### src/rtl/ex_mem_stage_if.sv
// rtl/ex_mem_stage_if.sv - execute-to-memory handshake bundle with upstream/downstream views
interface ex_mem_stage_if #(
   parameter int DATA_W = 32
);
   logic              flush;
   logic              in_valid;
   logic              in_ready;
   logic [DATA_W-1:0] in_pc;
   logic [4:0]        in_opcode;
   logic [4:0]        in_aluop;
   logic [DATA_W-1:0] in_result;
   logic              in_overflow;
   logic [DATA_W-1:0] in_store_data;
   logic [4:0]        in_rd;
   logic              in_we_reg;
   logic              in_mem_we;
   logic              in_mem_re;
   logic              out_valid;
   logic              out_ready;
   logic [DATA_W-1:0] out_pc;
   logic [DATA_W-1:0] out_result;
   logic [DATA_W-1:0] out_store_data;
   logic [4:0]        out_rd;
   logic              out_we_reg;
   logic              out_mem_we;
   logic              out_mem_re;
   logic              out_exception;
   logic [7:0]        exc_count;

   modport slave (
      input  flush, in_valid, in_pc, in_opcode, in_aluop, in_result, in_overflow,
             in_store_data, in_rd, in_we_reg, in_mem_we, in_mem_re, out_ready,
      output in_ready, out_valid, out_pc, out_result, out_store_data, out_rd,
             out_we_reg, out_mem_we, out_mem_re, out_exception, exc_count
   );

   modport master (
      output flush, in_valid, in_pc, in_opcode, in_aluop, in_result, in_overflow,
             in_store_data, in_rd, in_we_reg, in_mem_we, in_mem_re, out_ready,
      input  in_ready, out_valid, out_pc, out_result, out_store_data, out_rd,
             out_we_reg, out_mem_we, out_mem_re, out_exception, exc_count
   );
endinterface

### src/rtl/ex_mem_stage.sv
// rtl/ex_mem_stage.sv - two-entry EX/MEM pipeline buffer with overflow exception rewrite
module ex_mem_stage #(
   parameter int DATA_W = 32
) (
   input  logic          clk,
   input  logic          rst_n,
   ex_mem_stage_if.slave bus
);
   typedef struct packed {
      logic [DATA_W-1:0] pc;
      logic [DATA_W-1:0] result;
      logic [DATA_W-1:0] store_data;
      logic [4:0]        rd;
      logic              we_reg;
      logic              mem_we;
      logic              mem_re;
      logic              exception;
   } entry_t;

   typedef enum logic [1:0] {EMPTY, ONE, FULL} state_t;

   state_t     state;
   entry_t     head;
   entry_t     tail;
   entry_t     in_ent;
   logic       in_ready_r;
   logic       out_valid_r;
   logic [7:0] exc_cnt;
   logic       rewrite;
   logic       push;
   logic       pop;

   // Overflowing add/addi/sub that would write a register is turned into a trap
   // write of a cause code into r30.
   always_comb begin
      rewrite = bus.in_overflow && bus.in_we_reg &&
                (((bus.in_opcode == 5'b00000) &&
                  ((bus.in_aluop == 5'b00000) || (bus.in_aluop == 5'b00001))) ||
                 (bus.in_opcode == 5'b00101));
      in_ent.pc         = bus.in_pc;
      in_ent.result     = bus.in_result;
      in_ent.store_data = bus.in_store_data;
      in_ent.rd         = bus.in_rd;
      in_ent.we_reg     = bus.in_we_reg;
      in_ent.mem_we     = bus.in_mem_we;
      in_ent.mem_re     = bus.in_mem_re;
      in_ent.exception  = 1'b0;
      if (rewrite) begin
         in_ent.rd        = 5'd30;
         in_ent.we_reg    = 1'b1;
         in_ent.mem_we    = 1'b0;
         in_ent.mem_re    = 1'b0;
         in_ent.exception = 1'b1;
         if (bus.in_opcode == 5'b00101)
            in_ent.result = DATA_W'(2);
         else if (bus.in_aluop == 5'b00000)
            in_ent.result = DATA_W'(1);
         else
            in_ent.result = DATA_W'(3);
      end
   end

   assign push = bus.in_valid && in_ready_r && !bus.flush;
   assign pop  = out_valid_r && bus.out_ready && !bus.flush;

   always_ff @(posedge clk or negedge rst_n) begin
      if (!rst_n) begin
         state       <= EMPTY;
         head        <= '0;
         tail        <= '0;
         in_ready_r  <= 1'b1;
         out_valid_r <= 1'b0;
         exc_cnt     <= 8'd0;
      end else begin
         if (push && rewrite && (exc_cnt != 8'hFF))
            exc_cnt <= exc_cnt + 8'd1;
         if (bus.flush) begin
            state       <= EMPTY;
            in_ready_r  <= 1'b1;
            out_valid_r <= 1'b0;
         end else begin
            case (state)
               EMPTY: begin
                  if (push) begin
                     head        <= in_ent;
                     state       <= ONE;
                     out_valid_r <= 1'b1;
                  end
               end
               ONE: begin
                  if (push && pop) begin
                     head <= in_ent;
                  end else if (push) begin
                     tail       <= in_ent;
                     state      <= FULL;
                     in_ready_r <= 1'b0;
                  end else if (pop) begin
                     state       <= EMPTY;
                     out_valid_r <= 1'b0;
                  end
               end
               FULL: begin
                  // in_ready is low here, so only a pop can happen
                  if (pop) begin
                     head       <= tail;
                     state      <= ONE;
                     in_ready_r <= 1'b1;
                  end
               end
               default: begin
                  state       <= EMPTY;
                  in_ready_r  <= 1'b1;
                  out_valid_r <= 1'b0;
               end
            endcase
         end
      end
   end

   assign bus.in_ready       = in_ready_r;
   assign bus.out_valid      = out_valid_r;
   assign bus.out_pc         = out_valid_r ? head.pc         : '0;
   assign bus.out_result     = out_valid_r ? head.result     : '0;
   assign bus.out_store_data = out_valid_r ? head.store_data : '0;
   assign bus.out_rd         = out_valid_r ? head.rd         : 5'd0;
   assign bus.out_we_reg     = out_valid_r && head.we_reg;
   assign bus.out_mem_we     = out_valid_r && head.mem_we;
   assign bus.out_mem_re     = out_valid_r && head.mem_re;
   assign bus.out_exception  = out_valid_r && head.exception;
   assign bus.exc_count      = exc_cnt;
endmodule

### src/flat_wrapper.sv
// flat-port wrapper written by rule: the top's interface ports become plain ports
module ex_mem_stage_flat 
#(
   parameter int DATA_W = 32
)
  (clk, rst_n, bus_flush, bus_in_valid, bus_in_pc, bus_in_opcode, bus_in_aluop, bus_in_result, bus_in_overflow, bus_in_store_data, bus_in_rd, bus_in_we_reg, bus_in_mem_we, bus_in_mem_re, bus_out_ready, bus_in_ready, bus_out_valid, bus_out_pc, bus_out_result, bus_out_store_data, bus_out_rd, bus_out_we_reg, bus_out_mem_we, bus_out_mem_re, bus_out_exception, bus_exc_count);
  ex_mem_stage_if #(.DATA_W(DATA_W)) bus_i ();
  input  logic clk;
  input  logic rst_n;
  input wire logic [$bits(bus_i.flush)-1:0] bus_flush;
  input wire logic [$bits(bus_i.in_valid)-1:0] bus_in_valid;
  input wire logic [$bits(bus_i.in_pc)-1:0] bus_in_pc;
  input wire logic [$bits(bus_i.in_opcode)-1:0] bus_in_opcode;
  input wire logic [$bits(bus_i.in_aluop)-1:0] bus_in_aluop;
  input wire logic [$bits(bus_i.in_result)-1:0] bus_in_result;
  input wire logic [$bits(bus_i.in_overflow)-1:0] bus_in_overflow;
  input wire logic [$bits(bus_i.in_store_data)-1:0] bus_in_store_data;
  input wire logic [$bits(bus_i.in_rd)-1:0] bus_in_rd;
  input wire logic [$bits(bus_i.in_we_reg)-1:0] bus_in_we_reg;
  input wire logic [$bits(bus_i.in_mem_we)-1:0] bus_in_mem_we;
  input wire logic [$bits(bus_i.in_mem_re)-1:0] bus_in_mem_re;
  input wire logic [$bits(bus_i.out_ready)-1:0] bus_out_ready;
  output wire logic [$bits(bus_i.in_ready)-1:0] bus_in_ready;
  output wire logic [$bits(bus_i.out_valid)-1:0] bus_out_valid;
  output wire logic [$bits(bus_i.out_pc)-1:0] bus_out_pc;
  output wire logic [$bits(bus_i.out_result)-1:0] bus_out_result;
  output wire logic [$bits(bus_i.out_store_data)-1:0] bus_out_store_data;
  output wire logic [$bits(bus_i.out_rd)-1:0] bus_out_rd;
  output wire logic [$bits(bus_i.out_we_reg)-1:0] bus_out_we_reg;
  output wire logic [$bits(bus_i.out_mem_we)-1:0] bus_out_mem_we;
  output wire logic [$bits(bus_i.out_mem_re)-1:0] bus_out_mem_re;
  output wire logic [$bits(bus_i.out_exception)-1:0] bus_out_exception;
  output wire logic [$bits(bus_i.exc_count)-1:0] bus_exc_count;
  assign bus_i.flush = bus_flush;
  assign bus_i.in_valid = bus_in_valid;
  assign bus_i.in_pc = bus_in_pc;
  assign bus_i.in_opcode = bus_in_opcode;
  assign bus_i.in_aluop = bus_in_aluop;
  assign bus_i.in_result = bus_in_result;
  assign bus_i.in_overflow = bus_in_overflow;
  assign bus_i.in_store_data = bus_in_store_data;
  assign bus_i.in_rd = bus_in_rd;
  assign bus_i.in_we_reg = bus_in_we_reg;
  assign bus_i.in_mem_we = bus_in_mem_we;
  assign bus_i.in_mem_re = bus_in_mem_re;
  assign bus_i.out_ready = bus_out_ready;
  assign bus_in_ready = bus_i.in_ready;
  assign bus_out_valid = bus_i.out_valid;
  assign bus_out_pc = bus_i.out_pc;
  assign bus_out_result = bus_i.out_result;
  assign bus_out_store_data = bus_i.out_store_data;
  assign bus_out_rd = bus_i.out_rd;
  assign bus_out_we_reg = bus_i.out_we_reg;
  assign bus_out_mem_we = bus_i.out_mem_we;
  assign bus_out_mem_re = bus_i.out_mem_re;
  assign bus_out_exception = bus_i.out_exception;
  assign bus_exc_count = bus_i.exc_count;
  ex_mem_stage #(.DATA_W(DATA_W)) u_core (.clk(clk), .rst_n(rst_n), .bus(bus_i));
endmodule
### config.mk
export PLATFORM = sky130hd
export DESIGN_NAME = ex_mem_stage_flat
export DESIGN_NICKNAME = d
export VERILOG_FILES = /design/src/rtl/ex_mem_stage_if.sv /design/src/rtl/ex_mem_stage.sv /design/src/flat_wrapper.sv
export SDC_FILE = /design/constraint.sdc
export NUM_CORES = 1
export LEC_CHECK = 0
export BUFFER_PORTS_ARGS = -buffer_cell sky130_fd_sc_hd__clkbuf_2
export CORE_MARGIN = 3
export CORE_UTILIZATION = 42
export DETAILED_ROUTE_END_ITERATION = 12
export REMOVE_ABC_BUFFERS = 1
export SLEW_MARGIN = 20
export SYNTH_ARGS = -nofsm -noshare
export SYNTH_HDL_FRONTEND = slang
export SYNTH_SLANG_ARGS = --single-unit
### constraint.sdc
create_clock -name clk -period 2.9 [get_ports clk]
set_input_delay 0.435 -clock clk [delete_from_list [all_inputs] [get_ports clk]]
set_output_delay 0.435 -clock clk [all_outputs]
set_load 0.05 [all_outputs]
==> out/results.txt, run 1 <==
Mapped Cells: 1218
H-tree levels: 1
crit path max fanout: 61
routed len/inst: 14.9 um
Die Width: 161 um
crit-path cells: buf_4 > and2_1 > clkbuf_2
# rows: 56
Die Footprint: 26000 um2
Post-Syn Area: 10100 um2
GPL Wtd Cong: 0.763
Initial DRC Count: 541
Total GRT Usage: 19.9%
Worst-path clk slew: 0.06 ns
non-filler cells, final: 1741
largest stage delay on the critical path: 0.44 ns
final hold vios: 0
Sink Count: 222
Cell Pwr Density: 964 nW/um2
Slew Viols, Final: 0
Worst R2R Path Depth: 5
required time worst endpoint: 2.47 ns
RSZ-0062 raised after global routing: false
hold path endpoint: u_core.tail[80]$_DFFE_PN0P_
Worst-Margin Slew: 0.734 ns
Clk Latency, worst-skew pair: 0.51 ns
CTS max path bufs: 3
reg2reg start: u_core.bus.in_ready$_DFFE_PN1P_
minimum clock period: 2.35 ns
Setup crit end kind: output port
#FFs+latches synth: 222
CTS Buf Count: 25
Core Area: 23600 um2
Mean Syn Cell Area: 8.32 um2
Tcrit/Tclk final: 81.0%
# diodes: 0
Worst setup SP type: flop
routed vias: 8625
final worst setup slack: 0.552 ns
CP max stage cell: buf_4
Max rail drop VDD: 0.492 mV
number of vias per cell: 4.95
commonest cells after routing, fill and taps aside: nand2_1, clkbuf_2, dfrtp_1
worst r2r dst: u_core.tail[103]$_DFFE_PN0P_
Static Leak: 6.27 nW
Critical Path AT: 1.91 ns
share of layout cells above drive strength 1: 21.0%
largest net degree at the start of global routing: 115
Root Driver: clkbuf_16
global-route wire length before repair: 42900 um
number of global-route vias before repair: 8209
ANT nets after route: 0
WL final: 26000 um
max cap viols: 0
critical path class: flop to output port
I/O pins: 235
setup tns final: 0 ns
HPWL Detailed: 15900 um
status: finished clean
Chip Height: 161 um
IO Port Bufs: 234
min-delay src: bus_in_pc[7]
Initial Util: 42.9%
DR DRC count: 0
area grow syn2layout: 22.9%
Tot Pwr: 12.0 mW
sequential element share of the synthesized area: 54.8%
Slew headroom: 51.1%
Distinct cells, synth: 37
commonest non-fill, non-tap cell in the layout: nand2_1
nets@finish: 1525
pre-CTS setup slack: 0.502 ns
grt total ovfl: 0
initial antenna violation count: 0
Yosys warning total: 0
CTS tree: done
# placed instances: 1695
Hold Path Stages: 3
first-pass iteration count of the detailed router: 5
Hold Crit Class: input pin to flop
max frequency: 426 MHz
number of setup buffers added after CTS: 0
r2r setup slk: 0.87 ns
Setup Skew: 0.00659 ns
setup violators final: 0
Worst Setup SP: u_core.bus.out_valid$_DFFE_PN0P_
through the flow:
step | hold slack, ns | area (um2) | utilization, %
CTS | 0.106 | 12500 | 52.8
global route | 0.120 | 12500 | 52.8
global placement | 0.454 | 11600 | 49.3
detailed placement | 0.458 | 11600 | 49.3
floorplan | 0.139 | 9750 | -
finish | 0.133 | 12500 | 52.8
cell families (layout without fill, tap and decap cells):
group / Yosys count / count (layout) / share of synthesized area (%)
AO/OA/AOI/OAI: 132 / 132 / 8.02
multiplexers: 2 / 2 / 0.210
XOR/XNOR: 7 / 7 / 0.605
flip-flops: 222 / 222 / 54.8
AND/OR/NAND/NOR: 755 / 755 / 32.2
adder cells (fa/ha/maj): 1 / 1 / 0.123
buffers and inverters: 99 / 303 / 4.04
worst max-delay path by stage:
stage / to / cells past startpoint / slack [ns]
after global placement: u_core.head[65]$_DFFE_PN0P_ / 7 / 0.54
after global routing: bus_out_pc[20] / 3 / 0.41
after detailed placement: u_core.head[69]$_DFFE_PN0P_ / 7 / 0.50
after floorplan: u_core.head[41]$_DFFE_PN0P_ / 5 / -7.48
final: bus_out_pc[26] / 3 / 0.55
after CTS: bus_out_pc[20] / 3 / 0.51
cell type report:
class,instances,area (um2)
flip-flops and latches,222,5560
fillers,2276,11200
multi-input cells,897,4210
repair buffers,252,1460
clock inverters,2,38.8
well taps,319,399
inverters,6,22.5
clock buffers,43,773
critical path: cells and delay by family (launching register included):
kind,cells,cell delay [ns]
buffers and inverters,2,0.73
flip-flops,1,0.38
AND/OR/NAND/NOR,1,0.26
sequential cells by signal, summed over array words and instances, names as in the netlist:
| signal | cells |
|---|---|
| u_core.bus.exc_count | 8 |
| u_core.bus.in_ready | 1 |
| u_core.bus.out_valid | 1 |
| u_core.head | 105 |
| u_core.state | 2 |
| u_core.tail | 105 |
where the power goes:
part	internal, mW	leakage, nW	total, mW	switching, mW
Clock	1.88	0.396	3.09	1.21
Sequential	4.44	2.64	5.12	0.677
Combinational	1.20	3.23	3.79	2.59
what timing repair did:
| action | CTS | global route |
|---|---|---|
| hold endpoints to repair | 80 | 0 |
| hold buffers | 1 | 0 |
| resized for setup | 0 | 0 |
Yosys cell counts:
cell type	count	area, um2
nand3_1	70	350
nand3b_1	2	15.0
buf_1	8	30.0
dfstp_2	1	26.3
o21bai_1	2	15.0
mux2i_1	1	10.0
nor3_1	9	45.0
nor2_1	105	394
or4_1	1	7.51
a21bo_2	1	10.0
nand2_1	449	1690
or3_1	2	12.5
nor4_2	3	37.5
a21oi_1	6	30.0
o31ai_1	1	7.51
a31oi_1	100	626
o211ai_1	1	7.51
mux2_1	1	11.3
xor2_1	7	61.3
or2_1	1	6.26
nor2b_1	2	12.5
buf_6	1	11.3
dfrtp_1	221	5530
a21o_1	1	7.51
and2_1	106	663
o22ai_1	5	31.3
clkbuf_1	60	225
ha_1	1	12.5
buf_2	24	120
o21ai_0	7	35.0
and3b_1	1	8.76
nand4_1	1	6.26
o21ai_1	7	35.0
nor4_1	2	12.5
nand2b_1	1	6.26
o22a_1	1	8.76
inv_1	6	22.5
per-layer routing:
| metal | up-vias | track usage (%) | part of all wire, % |
|---|---|---|---|
| met2 | 272 | 32.0 | 46 |
| met3 | 30 | 3.33 | 6.6 |
| met5 | - | 0 | 0 |
| met4 | 0 | 3.64 | 1.5 |
| li1 | 4331 | - | - |
| met1 | 3992 | 28.8 | 46 |
(Power assumes the default switching activity.)
==> run 2: changes to the inputs <==
--- a/config.mk
+++ b/config.mk
@@ -5,10 +5,12 @@
 export SDC_FILE = /design/constraint.sdc
 export NUM_CORES = 1
 export LEC_CHECK = 0
+export ABC_AREA = 1
 export BUFFER_PORTS_ARGS = -buffer_cell sky130_fd_sc_hd__clkbuf_2
 export CORE_MARGIN = 3
 export CORE_UTILIZATION = 42
 export DETAILED_ROUTE_END_ITERATION = 12
+export PLACE_DENSITY = 0.67
 export REMOVE_ABC_BUFFERS = 1
 export SLEW_MARGIN = 20
 export SYNTH_ARGS = -nofsm -noshare
==> constraint.sdc (replaced) <==
create_clock -name clk -period 2.1 [get_ports clk]
set_input_delay 0.315 -clock clk [delete_from_list [all_inputs] [get_ports clk]]
set_output_delay 0.315 -clock clk [all_outputs]
set_load 0.05 [all_outputs]
==> run 2 against run 1 <==
Compared with the run above: hold slack got worse by 0.098 ns; clock skew rose by 0.0041 ns; global-route usage rose by 0.59 points; combinational power rose by 110%; wire length rose by 8.8%; first-iteration DRC count rose by 16%; worst setup slack got worse by 0.48 ns; highest routed layer is now met5; largest cell class unchanged.
==> out/results.txt, run 2 <==
CTS max path bufs: 3
# rows: 57
required time worst endpoint: 1.78 ns
IO Port Bufs: 234
Distinct cells, synth: 28
Slew headroom: 62.0%
fillers: 2389
Root Driver: clkbuf_16
I/O pins: 235
largest stage delay on the critical path: 0.50 ns
Chip Height: 166 um
Worst-path clk slew: 0.06 ns
first-pass iteration count of the detailed router: 5
Max rail drop VDD: 0.763 mV
routed len/inst: 14.7 um
global-route wire length before repair: 47600 um
Critical Path AT: 1.72 ns
Die Footprint: 27500 um2
Area contributors post-synth: dfrtp_1, nand2_1, inv_1, o211ai_1, a21oi_1
Setup Skew: 0.0106 ns
CTS tree: done
minimum clock period: 2.03 ns
# placed instances: 1873
number of global-route vias before repair: 9265
Total GRT Usage: 20.4%
max frequency: 493 MHz
initial antenna violation count: 2
Initial Util: 43.4%
Hold Crit Class: input pin to flop
HPWL Detailed: 17600 um
GPL Wtd Cong: 0.805
setup tns final: 0 ns
Synth top area share: 51.5%
Worst setup SP type: flop
Top Layer Used: met5
number of setup buffers added after CTS: 0
Worst-Margin Slew: 0.570 ns
ANT nets after route: 0
Clk Latency, worst-skew pair: 0.51 ns
cell taking the most area after synthesis: dfrtp_1
commonest cells after routing, fill and taps aside: nand2_1, dfrtp_1, inv_1
Sink Count: 222
register area: 5560 um2
count leader, synth: nand2_1
#FFs+latches synth: 222
Worst Setup SP: u_core.bus.out_valid$_DFFE_PN0P_
Yosys warning total: 0
FFs w/ async S/R, synth: 100%
top cells by count, synth: nand2_1, dfrtp_1, inv_1
final hold vios: 0
min-delay src: bus_in_pc[11]
DR DRC count: 0
RSZ-0062 raised after global routing: true
crit path max fanout: 54
Routed met1 length: 13100 um
Static Leak: 7.67 nW
Mapped Cells: 1375
status: finished clean
Tcrit/Tclk final: 96.7%
share of layout cells above drive strength 1: 20.6%
Primary FF master, synth: dfrtp_1
EDFF count, synth: 0
met2 routed WL: 13000 um
non-filler cells, final: 1921
CP max stage cell: dfrtp_4
Setup crit end kind: output port
Mean Syn Cell Area: 7.80 um2
area grow syn2layout: 24.4%
largest net degree at the start of global routing: 85
commonest non-fill, non-tap cell in the layout: nand2_1
sequential element share of the synthesized area: 51.8%
number of vias per cell: 4.96
Slew Viols, Final: 0
grt total ovfl: 0
max cap viols: 0
CTS Buf Count: 25
routed wl met3: 1640 um
critical path class: flop to output port
H-tree levels: 1
Die Width: 166 um
setup violators final: 0
crit-path cells: buf_16 > nand2_1 > inv_1 > clkbuf_4
Initial DRC Count: 629
nets@finish: 1699
routed vias: 9528
Core Area: 24700 um2
Post-Syn Area: 10700 um2
WL final: 28300 um
Cell Pwr Density: 1460 nW/um2
reg2reg start: u_core.bus.in_ready$_DFFE_PN1P_
multi-input logic area: 3950 um2
==> run 2: cell type report <==
class / instances / area share, %
inverter: 198 / 5.59
antenna: 1 / 0.0187
clock inverter: 9 / 0.768
timing repair buffer: 264 / 13.8
tap: 324 / 3.04
multi-input combinational: 867 / 29.6
sequential: 222 / 41.6
clock buffer: 36 / 5.52
==> run 2: final timing paths <==
check                                                   end  slack (ns)  cells after the start
worst max-delay path                      bus_out_result[0]        0.07                      4
worst min-delay path            u_core.tail[84]$_DFFE_PN0P_        0.03                      3
worst max register to register  u_core.head[44]$_DFFE_PN0P_        0.22                      9
worst min register to register  u_core.head[28]$_DFFE_PN0P_        0.48                      2
max in group asynchronous       u_core.tail[65]$_DFFE_PN0P_        1.09                      3
min in group asynchronous       u_core.head[91]$_DFFE_PN0P_        0.31                      2
==> run 2: where the power goes <==
group	leakage [nW]	internal [mW]	switching [mW]
Clock	0.419	2.68	1.77
Combinational	4.56	2.38	5.41
Sequential	2.69	6.23	0.975
Total	7.67	11.3	8.16
==> run 2: logic make-up after synthesis <==
kind of cell / after synthesis / synth area share [%]
simple gates: 610 / 22.5
buf+inv: 286 / 11.5
compound gates: 251 / 13.7
flops: 222 / 51.8
xor+xnor: 5 / 0.408
fa+ha+maj: 1 / 0.117
==> run 2: stage by stage <==
step	utilization (%)	hold WS [ns]	total power [mW]	instance area (um2)	setup WS, ns
after global routing	54.0	0.0117	20.9	13400	-0.0559
final	54.0	0.0345	19.4	13400	0.0699
after floorplan	-	0.0194	12.5	10200	-2.87
after CTS	53.3	0.0107	19.5	13200	0.000426
after global placement	49.5	0.272	14.5	12200	0.224
after detailed placement	49.5	0.276	14.7	12200	0.178
==> run 2: what timing repair did <==
item                                    4_1_cts  5_1_grt
gates resized for setup                      26      176
hold buffers                                  1        0
endpoints found under the setup margin      106      114
hold endpoints to repair                     48        0
gates cloned                                  1        0
==> run 2: critical path: cells and delay by family (launching register included) <==
kind | cells | cell delay [ns]
buffers and inverters | 3 | 0.57
flip-flops | 1 | 0.50
AND/OR/NAND/NOR | 1 | 0.12
==> run 2: routing by layer <==
metal / track usage, % / up-vias
li1: - / 4685
met1: 28.8 / 4512
met2: 33.5 / 287
met3: 3.67 / 42
met4: 4.20 / 2
met5: 0 / -
==> run 3: changes to the inputs <==
--- a/config.mk
+++ b/config.mk
@@ -10,9 +10,9 @@
 export CORE_MARGIN = 3
 export CORE_UTILIZATION = 42
 export DETAILED_ROUTE_END_ITERATION = 12
+export HOLD_SLACK_MARGIN = 0.06
 export PLACE_DENSITY = 0.67
 export REMOVE_ABC_BUFFERS = 1
-export SLEW_MARGIN = 20
 export SYNTH_ARGS = -nofsm -noshare
 export SYNTH_HDL_FRONTEND = slang
 export SYNTH_SLANG_ARGS = --single-unit
==> constraint.sdc (replaced) <==
create_clock -name clk -period 1.75 [get_ports clk]
set_input_delay 0.2625 -clock clk [delete_from_list [all_inputs] [get_ports clk]]
set_output_delay 0.2625 -clock clk [all_outputs]
set_load 0.05 [all_outputs]
==> run 3 against run 2 <==
Compared with the run above: the flow now finishes with violations (negative setup slack); sequential power grew 26%; combinational power increased by 82%; sequential cell count unchanged; critical path type unchanged; register-to-register slack got worse by 0.34 ns; worst setup slack worse by 0.35 ns; clock skew grew 0.015 ns; utilization up 15 points; final cell count increased by 9.3%; first-iteration DRC count increased by 91%; clock power up 25%; die area unchanged; global-route usage is 2.8 points higher.
==> out/results.txt, run 3 (synthesized netlist as in run 2, its figures left out) <==
max cap viols: 0
Tcrit/Tclk final: 116%
HPWL Detailed: 18400 um
Core Area: 24700 um2
Worst setup SP type: flop
setup violators final: 186
CTS Buf Count: 25
# placed instances: 1895
Cell Pwr Density: 1690 nW/um2
Switching Share: 41.6%
largest net degree at the start of global routing: 102
share of layout cells above drive strength 1: 32.4%
M2 GR Usage: 39.3%
status: complete, but fails checks
Combinational Power Share: 49.2%
routed vias: 11100
Initial DRC Count: 1201
required time worst endpoint: 1.49 ns
first-pass iteration count of the detailed router: 5
Slew Viols, Final: 0
number of global-route vias before repair: 10700
# rows: 57
met3 GRT Util: 4.59%
Seq pwr share: 31.5%
critical path class: flop to output port
Clk Latency, worst-skew pair: 0.53 ns
final worst setup slack: -0.285 ns
Root Driver: clkbuf_16
Worst-Margin Slew: 0.531 ns
DR DRC count: 0
RSZ-0062 raised after global routing: true
ANT nets after route: 0
Die Width: 166 um
Hold Crit Class: input pin to flop
Psw: 12.0 mW
Initial Util: 43.4%
final hold vios: 0
area grow syn2layout: 59.4%
WL final: 39100 um
Setup Skew: 0.0257 ns
number of vias per cell: 5.27
Sink Count: 222
met1 usage: 30.1%
GR peak layer: met2
crit path max fanout: 11
IO Port Bufs: 234
I/O pins: 235
Chip Height: 166 um
commonest cells after routing, fill and taps aside: nand2_1, dfrtp_1, clkbuf_2
GPL Wtd Cong: 0.797
CTS max path bufs: 3
grt total ovfl: 0
Slew headroom: 64.6%
Static Leak: 9.15 nW
commonest non-fill, non-tap cell in the layout: nand2_1
Total GRT Usage: 23.3%
Die Footprint: 27500 um2
fillers: 1766
non-filler cells, final: 2100
Setup crit end kind: output port
max frequency: 491 MHz
minimum clock period: 2.03 ns
Clock power frac: 19.3%
nets@finish: 1873
failing checks: negative setup slack
CTS tree: done
pre-CTS setup slack: 0.124 ns
Worst-path clk slew: 0.06 ns
Max rail drop VDD: 0.997 mV
H-tree levels: 1
P_int: 16.8 mW
Critical Path AT: 1.77 ns
initial antenna violation count: 4
routed len/inst: 18.6 um
global-route wire length before repair: 53900 um
[run 3: cell types whose count changed in the layout (fill, tap and decap cells not counted), sizes merged]
| cell | change |
|---|---|
| bufinv | +2 |
| clkinvlp | +2 |
| clkinv | -3 |
| dlygate4sd3 | +103 |
| diode | +4 |
| clkbuf | -24 |
| inv | +2 |
| buf | +93 |
[run 3: path summary, 6_finish.rpt]
path | startpoint | endpoint | slack (ns) | cells after the start
max | u_core.bus.out_valid$_DFFE_PN0P_ | bus_out_store_data[28] | -0.28 | 5
min | bus_in_valid | u_core.bus.in_ready$_DFFE_PN1P_ | 0.09 | 4
max reg2reg | u_core.bus.out_valid$_DFFE_PN0P_ | u_core.tail[94]$_DFFE_PN0P_ | -0.12 | 7
min reg2reg | u_core.head[26]$_DFFE_PN0P_ | u_core.head[26]$_DFFE_PN0P_ | 0.48 | 2
max in group asynchronous | rst_n | u_core.tail[71]$_DFFE_PN0P_ | 0.80 | 3
min in group asynchronous | rst_n | u_core.tail[90]$_DFFE_PN0P_ | 0.30 | 2
[run 3: metal layers]
metal  share of wire [%]  vias up  wire, um
met5                   0        -         0
met4                 3.3        0      1280
met3                 7.9      116      3090
met2                  49      575     19000
met1                  40     5308     15700
li1                    -     5070         -
[run 3: stage by stage]
stage	power (mW)	TNS [ns]	instance area, um2	util (%)	hold slack, ns
after floorplan	15.0	-669.14	10200	-	-0.0331
after global routing	30.3	-43.46	17100	69.1	0.125
after global placement	17.7	0	12500	50.5	0.251
final	28.8	-24.87	17100	69.1	0.0925
after CTS	26.4	-23.03	15900	64.4	0.0699
after detailed placement	17.9	0	12500	50.5	0.252
[run 3: power groups by stage]
stage / combinational (mW) / sequential (mW) / clock (mW)
2_1_floorplan: 6.38 / 8.66 / 0
3_3_place_gp: 9.05 / 8.60 / 0
3_5_place_dp: 9.24 / 8.68 / 0
4_1_cts: 11.9 / 8.81 / 5.63
5_1_grt: 15.1 / 9.29 / 5.87
6_report: 14.2 / 9.08 / 5.56
[run 3: layout make-up]
class                   count  area, um2  area share, %
clock buffers              34        699           4.09
clock inverters            12        169          0.987
multi-input cells         867       4370           25.6
diodes                      5       12.5         0.0731
repair buffers            438       5100           29.8
inverters                 198        786           4.59
flip-flops and latches    222       5560           32.5
well taps                 324        405           2.37
[run 3: critical path: stages, from the launching register on]
cell and delay, ns:
dfrtp_4 0.58, buf_16 0.20, buf_8 0.14, nand2_1 0.09, inv_1 0.09, buf_8 0.16
[run 3: what timing repair did]
item | in CTS | in global routing
hold endpoints to repair | 233 | 0
gates resized for setup | 335 | 250
pin swaps | 0 | 5
buffers inserted | 1 | 12
gates cloned | 6 | 31
hold buffers | 104 | 0
endpoints found under the setup margin | 106 | 193
